<file path="src/rtl/delay_tap_tuner_pkg.sv">
// Shared types and constants for the delay-line tap tuner.
package delay_tap_tuner_pkg;

  // Controller states
  typedef enum logic [2:0] {
    StIdle   = 3'd0,
    StSettle = 3'd1,
    StLaunch = 3'd2,
    StWait   = 3'd3,
    StEval   = 3'd4,
    StDone   = 3'd5
  } state_e;

  // Averaging: number of measurements per tap and the matching divide shift
  localparam int unsigned AVG_N     = 4;
  localparam int unsigned AVG_SHIFT = 2;

  // Default widths and timing
  localparam int unsigned TapWDef       = 4;
  localparam int unsigned CntWDef       = 8;
  localparam int unsigned TimeoutDef    = 200;
  localparam int unsigned SettleCycDef  = 4;
  localparam int unsigned SyncStagesDef = 2;

endpackage

</file>
<file path="src/rtl/delay_tap_tuner_sync.sv">
// Multi-flop synchronizer for the returning probe edge; resets to 0.
module delay_tap_sync #(
  parameter int unsigned SYNC_STAGES = 2
) (
  input  logic clk,
  input  logic rst,
  input  logic d_i,
  output logic q_o
);

  logic [SYNC_STAGES-1:0] sync_q;

  // Shift the asynchronous input through the flop chain
  always_ff @(posedge clk or posedge rst) begin
    if (rst) begin
      sync_q <= '0;
    end else begin
      sync_q <= {sync_q[SYNC_STAGES-2:0], d_i};
    end
  end

  assign q_o = sync_q[SYNC_STAGES-1];

endmodule

</file>
<file path="src/rtl/delay_tap_tuner.sv">
// Delay-line tap calibration controller: launches a probe edge through the
// selected tap, counts cycles until it returns, and steps the tap upward until
// the measured delay meets the target.
// Optional build macro DELAY_TAP_TUNER_AVG_EN: average four measurements per tap.
module delay_tap_tuner
  import delay_tap_tuner_pkg::*;
#(
  parameter int unsigned TAP_W       = TapWDef,
  parameter int unsigned CNT_W       = CntWDef,
  parameter int unsigned TIMEOUT     = TimeoutDef,
  parameter int unsigned SETTLE_CYC  = SettleCycDef,
  parameter int unsigned SYNC_STAGES = SyncStagesDef
) (
  input  logic             clk,
  input  logic             rst,
  input  logic             start_i,
  input  logic [CNT_W-1:0] target_i,
  output logic [TAP_W-1:0] tap_sel_o,
  output logic             probe_out_o,
  input  logic             probe_in_i,
  output logic             busy_o,
  output logic             done_o,
  output logic             lock_ok_o,
  output logic [CNT_W-1:0] measured_o,
  output logic             err_timeout_o
);

  localparam int unsigned SetW = (SETTLE_CYC > 1) ? $clog2(SETTLE_CYC) : 1;

  state_e           state_q;
  logic [TAP_W-1:0] tap_q;
  logic             probe_q;
  logic [CNT_W-1:0] cnt_q;
  logic [SetW-1:0]  settle_q;
  logic [CNT_W-1:0] target_q;
  logic             busy_q;
  logic             done_q;
  logic             lock_q;
  logic [CNT_W-1:0] meas_q;
  logic             err_q;
  logic             echo;
  logic [CNT_W-1:0] eval_cnt;

`ifdef DELAY_TAP_TUNER_AVG_EN
  localparam int unsigned AccW = CNT_W + AVG_SHIFT;
  logic [AccW-1:0] acc_q;
  logic [1:0]      rep_q;
`endif

  delay_tap_sync #(
    .SYNC_STAGES(SYNC_STAGES)
  ) u_sync (
    .clk(clk),
    .rst(rst),
    .d_i(probe_in_i),
    .q_o(echo)
  );

  // Value used for the lock decision and reported as measured
  always_comb begin
`ifdef DELAY_TAP_TUNER_AVG_EN
    eval_cnt = acc_q[AccW-1:AVG_SHIFT];
`else
    eval_cnt = cnt_q;
`endif
  end

  // Calibration sequencer with registered outputs
  always_ff @(posedge clk or posedge rst) begin
    if (rst) begin
      state_q  <= StIdle;
      tap_q    <= '0;
      probe_q  <= 1'b0;
      cnt_q    <= '0;
      settle_q <= '0;
      target_q <= '0;
      busy_q   <= 1'b0;
      done_q   <= 1'b0;
      lock_q   <= 1'b0;
      meas_q   <= '0;
      err_q    <= 1'b0;
`ifdef DELAY_TAP_TUNER_AVG_EN
      acc_q    <= '0;
      rep_q    <= '0;
`endif
    end else begin
      done_q <= 1'b0;
      unique case (state_q)
        StIdle: begin
          if (start_i) begin
            target_q <= target_i;
            tap_q    <= '0;
            lock_q   <= 1'b0;
            err_q    <= 1'b0;
            busy_q   <= 1'b1;
            settle_q <= '0;
`ifdef DELAY_TAP_TUNER_AVG_EN
            acc_q    <= '0;
            rep_q    <= '0;
`endif
            state_q  <= StSettle;
          end
        end
        StSettle: begin
          if (settle_q == SetW'(SETTLE_CYC - 1)) begin
            settle_q <= '0;
            state_q  <= StLaunch;
          end else begin
            settle_q <= settle_q + 1'b1;
          end
        end
        StLaunch: begin
          probe_q <= ~probe_q;
          cnt_q   <= '0;
          state_q <= StWait;
        end
        StWait: begin
          if (echo == probe_q) begin
`ifdef DELAY_TAP_TUNER_AVG_EN
            acc_q <= acc_q + AccW'(cnt_q);
            if (rep_q == 2'(AVG_N - 1)) begin
              state_q <= StEval;
            end else begin
              rep_q   <= rep_q + 1'b1;
              state_q <= StSettle;
            end
`else
            state_q <= StEval;
`endif
          end else if (cnt_q == CNT_W'(TIMEOUT - 1)) begin
            // Probe never came back; tap is left where it was
            cnt_q   <= cnt_q + 1'b1;
            err_q   <= 1'b1;
            lock_q  <= 1'b0;
            done_q  <= 1'b1;
            state_q <= StDone;
          end else begin
            cnt_q <= cnt_q + 1'b1;
          end
        end
        StEval: begin
          meas_q <= eval_cnt;
          if (eval_cnt >= target_q) begin
            lock_q  <= 1'b1;
            done_q  <= 1'b1;
            state_q <= StDone;
          end else if (&tap_q) begin
            // Longest tap still too short: report failure to lock
            lock_q  <= 1'b0;
            done_q  <= 1'b1;
            state_q <= StDone;
          end else begin
            tap_q   <= tap_q + 1'b1;
`ifdef DELAY_TAP_TUNER_AVG_EN
            acc_q   <= '0;
            rep_q   <= '0;
`endif
            state_q <= StSettle;
          end
        end
        StDone: begin
          busy_q  <= 1'b0;
          state_q <= StIdle;
        end
        default: state_q <= StIdle;
      endcase
    end
  end

  assign tap_sel_o     = tap_q;
  assign probe_out_o   = probe_q;
  assign busy_o        = busy_q;
  assign done_o        = done_q;
  assign lock_ok_o     = lock_q;
  assign measured_o    = meas_q;
  assign err_timeout_o = err_q;

endmodule

</file>
<file path="config.mk">
export PLATFORM = sky130hd
export DESIGN_NAME = delay_tap_tuner
export DESIGN_NICKNAME = d
export VERILOG_FILES = /design/src/rtl/delay_tap_tuner_pkg.sv /design/src/rtl/delay_tap_tuner_sync.sv /design/src/rtl/delay_tap_tuner.sv
export SDC_FILE = /design/constraint.sdc
export NUM_CORES = 1
export LEC_CHECK = 0
export ABC_CLOCK_PERIOD_IN_PS = 5400
export CORE_ASPECT_RATIO = 1.2
export CORE_UTILIZATION = 52
export DETAILED_ROUTE_END_ITERATION = 7
export PLACE_DENSITY = 0.74
export SLEW_MARGIN = 15
export SYNTH_ARGS = -nofsm -noshare
export SYNTH_HDL_FRONTEND = slang
export SYNTH_SLANG_ARGS = --single-unit
export TNS_END_PERCENT = 10
</file>
<file path="constraint.sdc">
create_clock -name clk -period 5.4 [get_ports clk]
set_clock_uncertainty 0.2 [all_clocks]
set_input_delay 0.81 -clock clk [delete_from_list [all_inputs] [get_ports clk]]
set_output_delay 0.81 -clock clk [all_outputs]
set_load 0.05 [all_outputs]
</file>
# ---- Yosys cells after proc, flatten, opt, wreduce, memory -nomap -nowiden
# Index checks and enable logic that the tools add are counted.
dict set report totals {
  ff_bits 40
  wordCells 81
  output_inout_bits 17
  in_bits 12
}
dict set report op_classes {
  n_eq_ne 16
  bitwise_logic 1
  n_lt_le_gt_ge 1
  n_reduce_logical 16
  addsub 3
  muxes 32
}
# operator n
set op_table {}
lappend op_table {{$mux W3} 6}
lappend op_table {{$pmux W8 S2} 1}
lappend op_table {{$pmux W3 S5} 1}
lappend op_table {{$mux W1} 12}
lappend op_table {{$mux W4} 3}
lappend op_table {{$ne A2 B2 Y1 const B} 6}
lappend op_table {{$reduce_and A4 Y1} 3}
lappend op_table {{$reduce_bool A2 Y1} 5}
lappend op_table {{$add A8 B1 Y8 const B} 1}
lappend op_table {{$eq A8 B8 Y1 const B} 1}
lappend op_table {{$ge A8 B8 Y1} 1}
lappend op_table {{$mux W8} 1}
lappend op_table {{$pmux W4 S2} 1}
lappend op_table {{$reduce_and A2 Y1} 4}
lappend op_table {{$eq A3 B2 Y1 const B} 2}
lappend op_table {{$eq A3 B3 Y1 const B} 2}
lappend op_table {{$ne A3 B3 Y1 const B} 2}
lappend op_table {{$pmux W1 S2} 3}
lappend op_table {{$reduce_and A5 Y1} 1}
lappend op_table {{$add A4 B1 Y4 const B} 1}
lappend op_table {{$mux W2} 2}
lappend op_table {{$pmux W2 S2} 1}
lappend op_table {{$eq A3 B1 Y1 const B} 1}
lappend op_table {{$logic_not A3 Y1} 1}
lappend op_table {{7 further kinds} 7}

# ---- Longest topological paths before layout
# Gate-level depths: netlist of the first run.
dict set report depth {
  depth_word 4
  mapped_depth 7
  mapped_depth_nobuf 7
}

# ---- Hierarchy
# From an unflattened synthesis of the first run, not the netlist that was laid out.
dict set report unflattened {
  hier_cells 204
  hier_area_um2 1956.9
}
# module instances area_per_inst_um2 seq_area_each_um2 cells_each
set modules_own_cells {}
lappend modules_own_cells {delay_tap_tuner 1 1903.1 950.9 201}
lappend modules_own_cells {delay_tap_sync 1 53.8 50.0 3}

# ---- Worst setup path before layout of the first run
# OpenSTA, ideal clock, no wires.
dict set report synth_path {
  kind {reg2reg}
  startpoint {register cnt_q[0]}
  endpoint {register tap_q[0] (netlist: tap_sel_o[0])}
  setup_slack_ns 3.104
  n_path_buf 0
  arrival_time_ns 1.970
  setup_ns 0.126
  path_stages_with_launch 8
  required_ns 5.074
  period_less_slack_ns 2.296
  cell_sequence {dfrtp_1 > inv_1 > ha_1 > nand2b_1 > a2111o_1 > a211oi_2 > a21oi_1 > a221o_1}
}
dict set report synth_between {
  elab_chain_cells 3
}
# element line
set synth_lines {}
lappend synth_lines {{from (decl)} delay_tap_tuner.sv:33} ;# logic [CNT_W-1:0] cnt_q;
lappend synth_lines {{from (signal assigned)} delay_tap_tuner.sv:132} ;# cnt_q <= cnt_q + 1'b1;
lappend synth_lines {{from (signal assigned)} delay_tap_tuner.sv:138} ;# cnt_q <= cnt_q + 1'b1;
lappend synth_lines {{$ge A8 B8 Y1} delay_tap_tuner.sv:143} ;# if (eval_cnt >= target_q) begin
lappend synth_lines {{$ne A2 B2 Y1 (no line)} --}
lappend synth_lines {{$reduce_and A4 Y1 (no line)} --}
lappend synth_lines {{to (signal assigned)} delay_tap_tuner.sv:153} ;# tap_q <= tap_q + 1'b1;
lappend synth_lines {{to (decl)} delay_tap_tuner.sv:31} ;# logic [TAP_W-1:0] tap_q;
# No other way between the ends.
# A chain may end at the register's enable or synchronous reset.

# ---- Worst setup path after layout of the first run
dict set report layout_path {
  startpoint {register tap_q[0] (netlist: tap_sel_o[0])}
  endpoint {output port tap_sel_o[0]}
}
# element line
set layout_lines {}
lappend layout_lines {{to (decl)} delay_tap_tuner.sv:18} ;# output logic [TAP_W-1:0] tap_sel_o,
# No word-level cell between the ends.

==> flow_summary.toml, run 1 <==
[synth]
synthTopCellsByCount = "50 x nand2_1, 40 x dfrtp_1, 16 x o21ai_0, 15 x nor2_1, 12 x inv_1"
yosysWarnings = 0
synth_cells = 206
yosysSeqAreaShare = 0.5122
syn-mean-instance-area_um2 = 9.487
synth_top_flop_cell = "dfrtp_1"
synthTopCellsByArea = "dfrtp_1 51%, nand2_1 9.6%, ha_1 7.0%, o21ai_0 4.1%, nor2_1 2.9%"
ys_ff_latch = 40
syn_nets = 229
syn_area_mm2 = 0.001954
synthDistinctLibCells = 39
synth_edf_count = 0
yosysMostFrequentCell = "nand2_1"
synth_top_area_frac = 0.5122
async_flop_share = 1.000
synth_area_leader_cell = "dfrtp_1"

[worst_setup_path]
cp.arrival_ps = 1590
worstPathRequired_ps = 4390
crit_path_end_kind = "primary output"
critPathTopFamily = "buffers and inverters"
crit_type = "register to primary output"
crit_fanout = 6
cp_num_buf_inv = 1
crit_chain = "clkdlybuf4s50_1"
crit_path_top_delay_cell = "clkdlybuf4s50_1"
startpoint_type = "register"
critPathMaxStageDelay_ps = 840

[final_layout]
stdcell_count = 278
seq_area_mm2 = 0.001001
fillers = 297
fin_nets = 261
antenna_cells = 0
multi_input_area_um2 = 885.9
fin_util = 0.6594
area_delta_synth_final_pct = 21.57
drive_gt1_frac = 0.05439
stdcell_area_mm2 = 0.002376

[placed_design]
portBuffers = 28
place_area_mm2 = 0.002283
post-dp-hpwl_mm = 2.955
dp_cells = 270
gp_congestion = 0.8772

[timing]
setup_tns_ps = 0
relSlewSlack = 0.6279
drv_slew = 0
hold_slack_ps = 156.4
period_share = 0.4807
period_needed_ps = 2596
setup_viol = 0
hold_viol_final = 0
fmax_ghz = 0.3852
rsz0062_at_grt = "no"
tightest_slew_ps = 558.1

[clock_tree]
root_buffer = "clkbuf_8"
clock_path_buffers = 2
cts_tree = "yes"
cts_buffers = 5
htreeDepth = 2
holdBufCountCts = 0
clkTransAtPathRegs_ps = 70
cts_setup_buffers = 0
clk_latency_ps = 290
cts_resized = 0
cts_sinks = 40

[routing]
routed_via_density = 5.745
first_pass_iters = 6
drt-initial-drc-count = 83
drc = 1
drtAntennaViolNets = 0
wl_per_cell_um = 14.84
num_vias = 1597
drt-total-wl_mm = 4.126

[floorplanning]
num_rows = 24
die_area_mm2 = 0.004009
core_area_mm2 = 0.003603
die_h_um = 69.16
die_x_um = 57.97
io_pins = 29
initial_core_util = 0.5424

[global_route]
grt.total_usage = 0.2408
grt_pass1_wl_mm = 7.334
grt_pass1_vias = 1681
grt_max_degree = 41
grt_overflow = 0
antenna_found_initial = 0

[outcome]
outcome = "finished, violations left"
violations = "design-rule violations"

[power_and_ir_drop]
power_density_mw_per_mm2 = 473.1
peakVddDrop_uv = 222.7
p_leak_nw = 1.130

[min_path]
worstHoldPathType = "register to register"

[job]
maxCapViolCount = 0
## final timing paths
path | slack (ps) | end | cells after the start | startpoint
max | 2800 | tap_sel_o[0] | 1 | tap_sel_o[0]
max reg2reg | 2870 | tap_sel_o[1] | 7 | cnt_q[0]
max in group asynchronous | 3920 | settle_q[0] | 3 | rst
min reg2reg | 160 | u_sync.sync_q[1] | 0 | u_sync.sync_q[0]
min | 160 | u_sync.sync_q[1] | 0 | u_sync.sync_q[0]
min in group asynchronous | 730 | target_q[6] | 3 | rst
## where the power goes
| part | internal [mW] | total (mW) | switching (mW) |
|---|---|---|---|
| registers | 0.383 | 0.473 | 0.0903 |
| clock network | 0.102 | 0.203 | 0.102 |
| logic | 0.177 | 0.448 | 0.271 |
## flip-flops by register name, indices dropped and copies added (netlist names)
| register | count |
|---|---|
| cnt_q | 8 |
| measured_o | 8 |
| target_q | 8 |
| tap_sel_o | 4 |
| state_q | 3 |
| settle_q | 2 |
| u_sync.sync_q | 2 |
| busy_o | 1 |
| done_o | 1 |
| err_timeout_o | 1 |
| lock_ok_o | 1 |
| probe_out_o | 1 |
## metrics by stage
| step | power, mW | setup WS, ps |
|---|---|---|
| floorplan | 0.7813 | 3104 |
| global placement | 0.8970 | 2986 |
| detailed placement | 0.9230 | 2911 |
| CTS | 1.130 | 2803 |
| global route | 1.206 | 2754 |
| finish | 1.124 | 2804 |
## metal layers
| layer | vias up | track usage | wire length, µm |
|---|---|---|---|
| li1 | 774 | - | - |
| met1 | 778 | 0.2857 | 1766 |
| met2 | 34 | 0.3997 | 2108 |
| met3 | 11 | 0.04878 | 130 |
| met4 | 0 | 0.1323 | 120 |
| met5 | - | 0 | 0 |
## cell usage in the layout (no fill, tap or decap), drive strengths merged, types with 4 or more instances in the layout
master and count:
clkdlybuf4s50 28, a21oi 5, nor2 15, o21ai 17, nand4 4, inv 12
xor2 6, nand2 50, ha 11, clkbuf 6, dfrtp 40
## logic make-up after synthesis
| logic type | Yosys count | synth area share |
|---|---|---|
| flops | 40 | 0.5122 |
| mux | 2 | 0.01024 |
| xor+xnor | 7 | 0.03137 |
| buf+inv | 18 | 0.03457 |
| simple gates | 87 | 0.1972 |
| fa+ha+maj | 11 | 0.07042 |
| compound gates | 41 | 0.1441 |
## final cells by class
type / count / area share
clock buffers: 6 / 0.03476
clock inverters: 2 / 0.004213
inverters: 12 / 0.01896
multi-input cells: 148 / 0.3728
flip-flops and latches: 40 / 0.4213
well taps: 39 / 0.02054
repair buffers: 31 / 0.1274
## worst reg2reg max path: cells and delay by family (launching register included)
| kind | cells | cell delay, ps |
|---|---|---|
| flip-flops | 1 | 450 |
| adder cells (fa/ha/maj) | 1 | 280 |
| AO/OA/AOI/OAI | 4 | 1270 |
| buffers and inverters | 1 | 80 |
| AND/OR/NAND/NOR | 1 | 140 |
Note: power is estimated with default switching activity, not from simulation.
==> run 2: changes to the inputs <==
ABC_CLOCK_PERIOD_IN_PS = 2600   (was 5400)
clock period = 2.6 ns   (was 5.4 ns; I/O delays follow)
==> run 2 against run 1 <==
Total power rose by 120%. Die area did not move. Critical path depth rose by 7. Non-clock buffer count rose by 2. Sequential power rose by 100%. The run still ends with design-rule violations left. Hold slack improved by 1.4 ps. Worst setup slack got worse by 2600 ps. Clock-buffer cell count fell by 1. Global-route usage fell by 1.1 points.
==> flow_summary.toml, run 2 (synthesis results as in run 1) <==
[power_and_ir_drop]
peakVddDrop_uv = 582.7
p_leak_nw = 1.143
power_density_mw_per_mm2 = 1004
finalPower_mw = 2.420

[min_path]
min_delay_worst_endpoint = "u_sync.sync_q[1]"
worstHoldPathType = "register to register"
hp-start = "u_sync.sync_q[0]"
whs_path_depth = 0

[placed_design]
post-dp-hpwl_mm = 2.914
portBuffers = 28
gp_congestion = 0.8824

[floorplanning]
initial_core_util = 0.5424
core_area_mm2 = 0.003603
die_x_um = 57.97
num_rows = 24
io_pins = 29
die_area_mm2 = 0.004009
die_h_um = 69.16

[final_layout]
fin_nets = 263
layout_common_cells = "50 x nand2_1, 40 x dfrtp_1, 28 x clkdlybuf4s50_1"
fillers = 292
antenna_cells = 0
area_delta_synth_final_pct = 23.30
final_common_cell = "nand2_1"
drive_gt1_frac = 0.06224

[timing]
setup_viol = 0
relSlewSlack = 0.6171
fmax_ghz = 0.4225
hold_slack_ps = 157.8
setup_tns_ps = 0
period_share = 0.9103
hold_viol_final = 0
drv_slew = 0
rsz0062_at_grt = "no"
tightest_slew_ps = 574.3
period_needed_ps = 2367

[outcome]
outcome = "finished, violations left"
violations = "design-rule violations"

[clock_tree]
cts_sinks = 40
clock_path_buffers = 2
cts_resized = 0
clkTransAtPathRegs_ps = 80
clk_latency_ps = 290
cts_setup_buffers = 0
cts_buffers = 5
holdBufCountCts = 0
htreeDepth = 2
root_buffer = "clkbuf_8"
cts_tree = "yes"

[worst_setup_path]
crit_fanout = 8
rr_startpoint = "cnt_q[0]"
cp.arrival_ps = 2350
worstPathRequired_ps = 2580
startpoint_type = "register"
crit_type = "register to register"
crit_path_end_kind = "register"
reg2reg_to = "tap_sel_o[0]"
worstRegToRegCells = 8
r2r_slack_ps = 230

[global_route]
antenna_found_initial = 0
grt_pass1_vias = 1591
grt_max_degree = 41
grt_overflow = 0
grt_pass1_wl_mm = 7.148
grt.total_usage = 0.2295

[job]
maxCapViolCount = 0

[routing]
drtAntennaViolNets = 0
drt-total-wl_mm = 4.074
first_pass_iters = 6
routed_via_density = 5.754
drc = 1
drt-initial-drc-count = 60
num_vias = 1611
wl_per_cell_um = 14.55
-- run 2: how the worst max path moves through the flow --
stage | startpoint | end | slack [ps] | depth (start not counted)
6_report | cnt_q[0] | tap_sel_o[0] | 230 | 8
5_1_grt | cnt_q[0] | tap_sel_o[0] | 130 | 8
4_1_cts | cnt_q[0] | tap_sel_o[0] | 230 | 8
3_5_place_dp | cnt_q[0] | tap_sel_o[0] | 250 | 8
3_3_place_gp | cnt_q[0] | tap_sel_o[0] | 310 | 8
2_1_floorplan | cnt_q[0] | tap_sel_o[0] | 300 | 7
-- run 2: final cells by class --
type / count / area [µm²] / area share
Inverter: 12 / 45.04 / 0.01869
Clock buffer: 5 / 68.82 / 0.02856
Sequential cell: 40 / 1001 / 0.4154
Tap cell: 39 / 48.80 / 0.02025
Clock inverter: 3 / 42.54 / 0.01765
Timing Repair Buffer: 33 / 317.8 / 0.1319
Multi-Input combinational cell: 148 / 885.9 / 0.3676
-- run 2: power by group --
group          switching, mW  internal (mW)  total (mW)
registers              0.169          0.795       0.964
logic                  0.575          0.376       0.952
clock network          0.221          0.284       0.505
total                  0.966           1.45        2.42
-- run 2: critical path, stage by stage (launching register included) --
cell and delay (ps):
dfrtp_1 440, inv_1 90, ha_1 290, nand2b_1 140, a2111o_1 410, a211oi_2 180, buf_4 180, a21oi_1 70
a221o_1 260
-- run 2: per-stage QoR --
stage	cells	utilization	instance area [µm²]	setup WS, ps
floorplan	206	-	1954	303.7
detailed placement	272	0.6378	2298	246.9
CTS	280	0.6688	2410	231.4
global route	280	0.6688	2410	129.2
finish	280	0.6688	2410	233.2
global placement	272	0.6378	2298	312.0
-- run 2: per-layer routing --
metal | wire, µm | GRT usage | part of all wire
met5 | 0 | 0 | 0
met4 | 77 | 0.08201 | 0.019
met3 | 147 | 0.04503 | 0.036
met2 | 2134 | 0.3780 | 0.52
met1 | 1714 | 0.2970 | 0.42
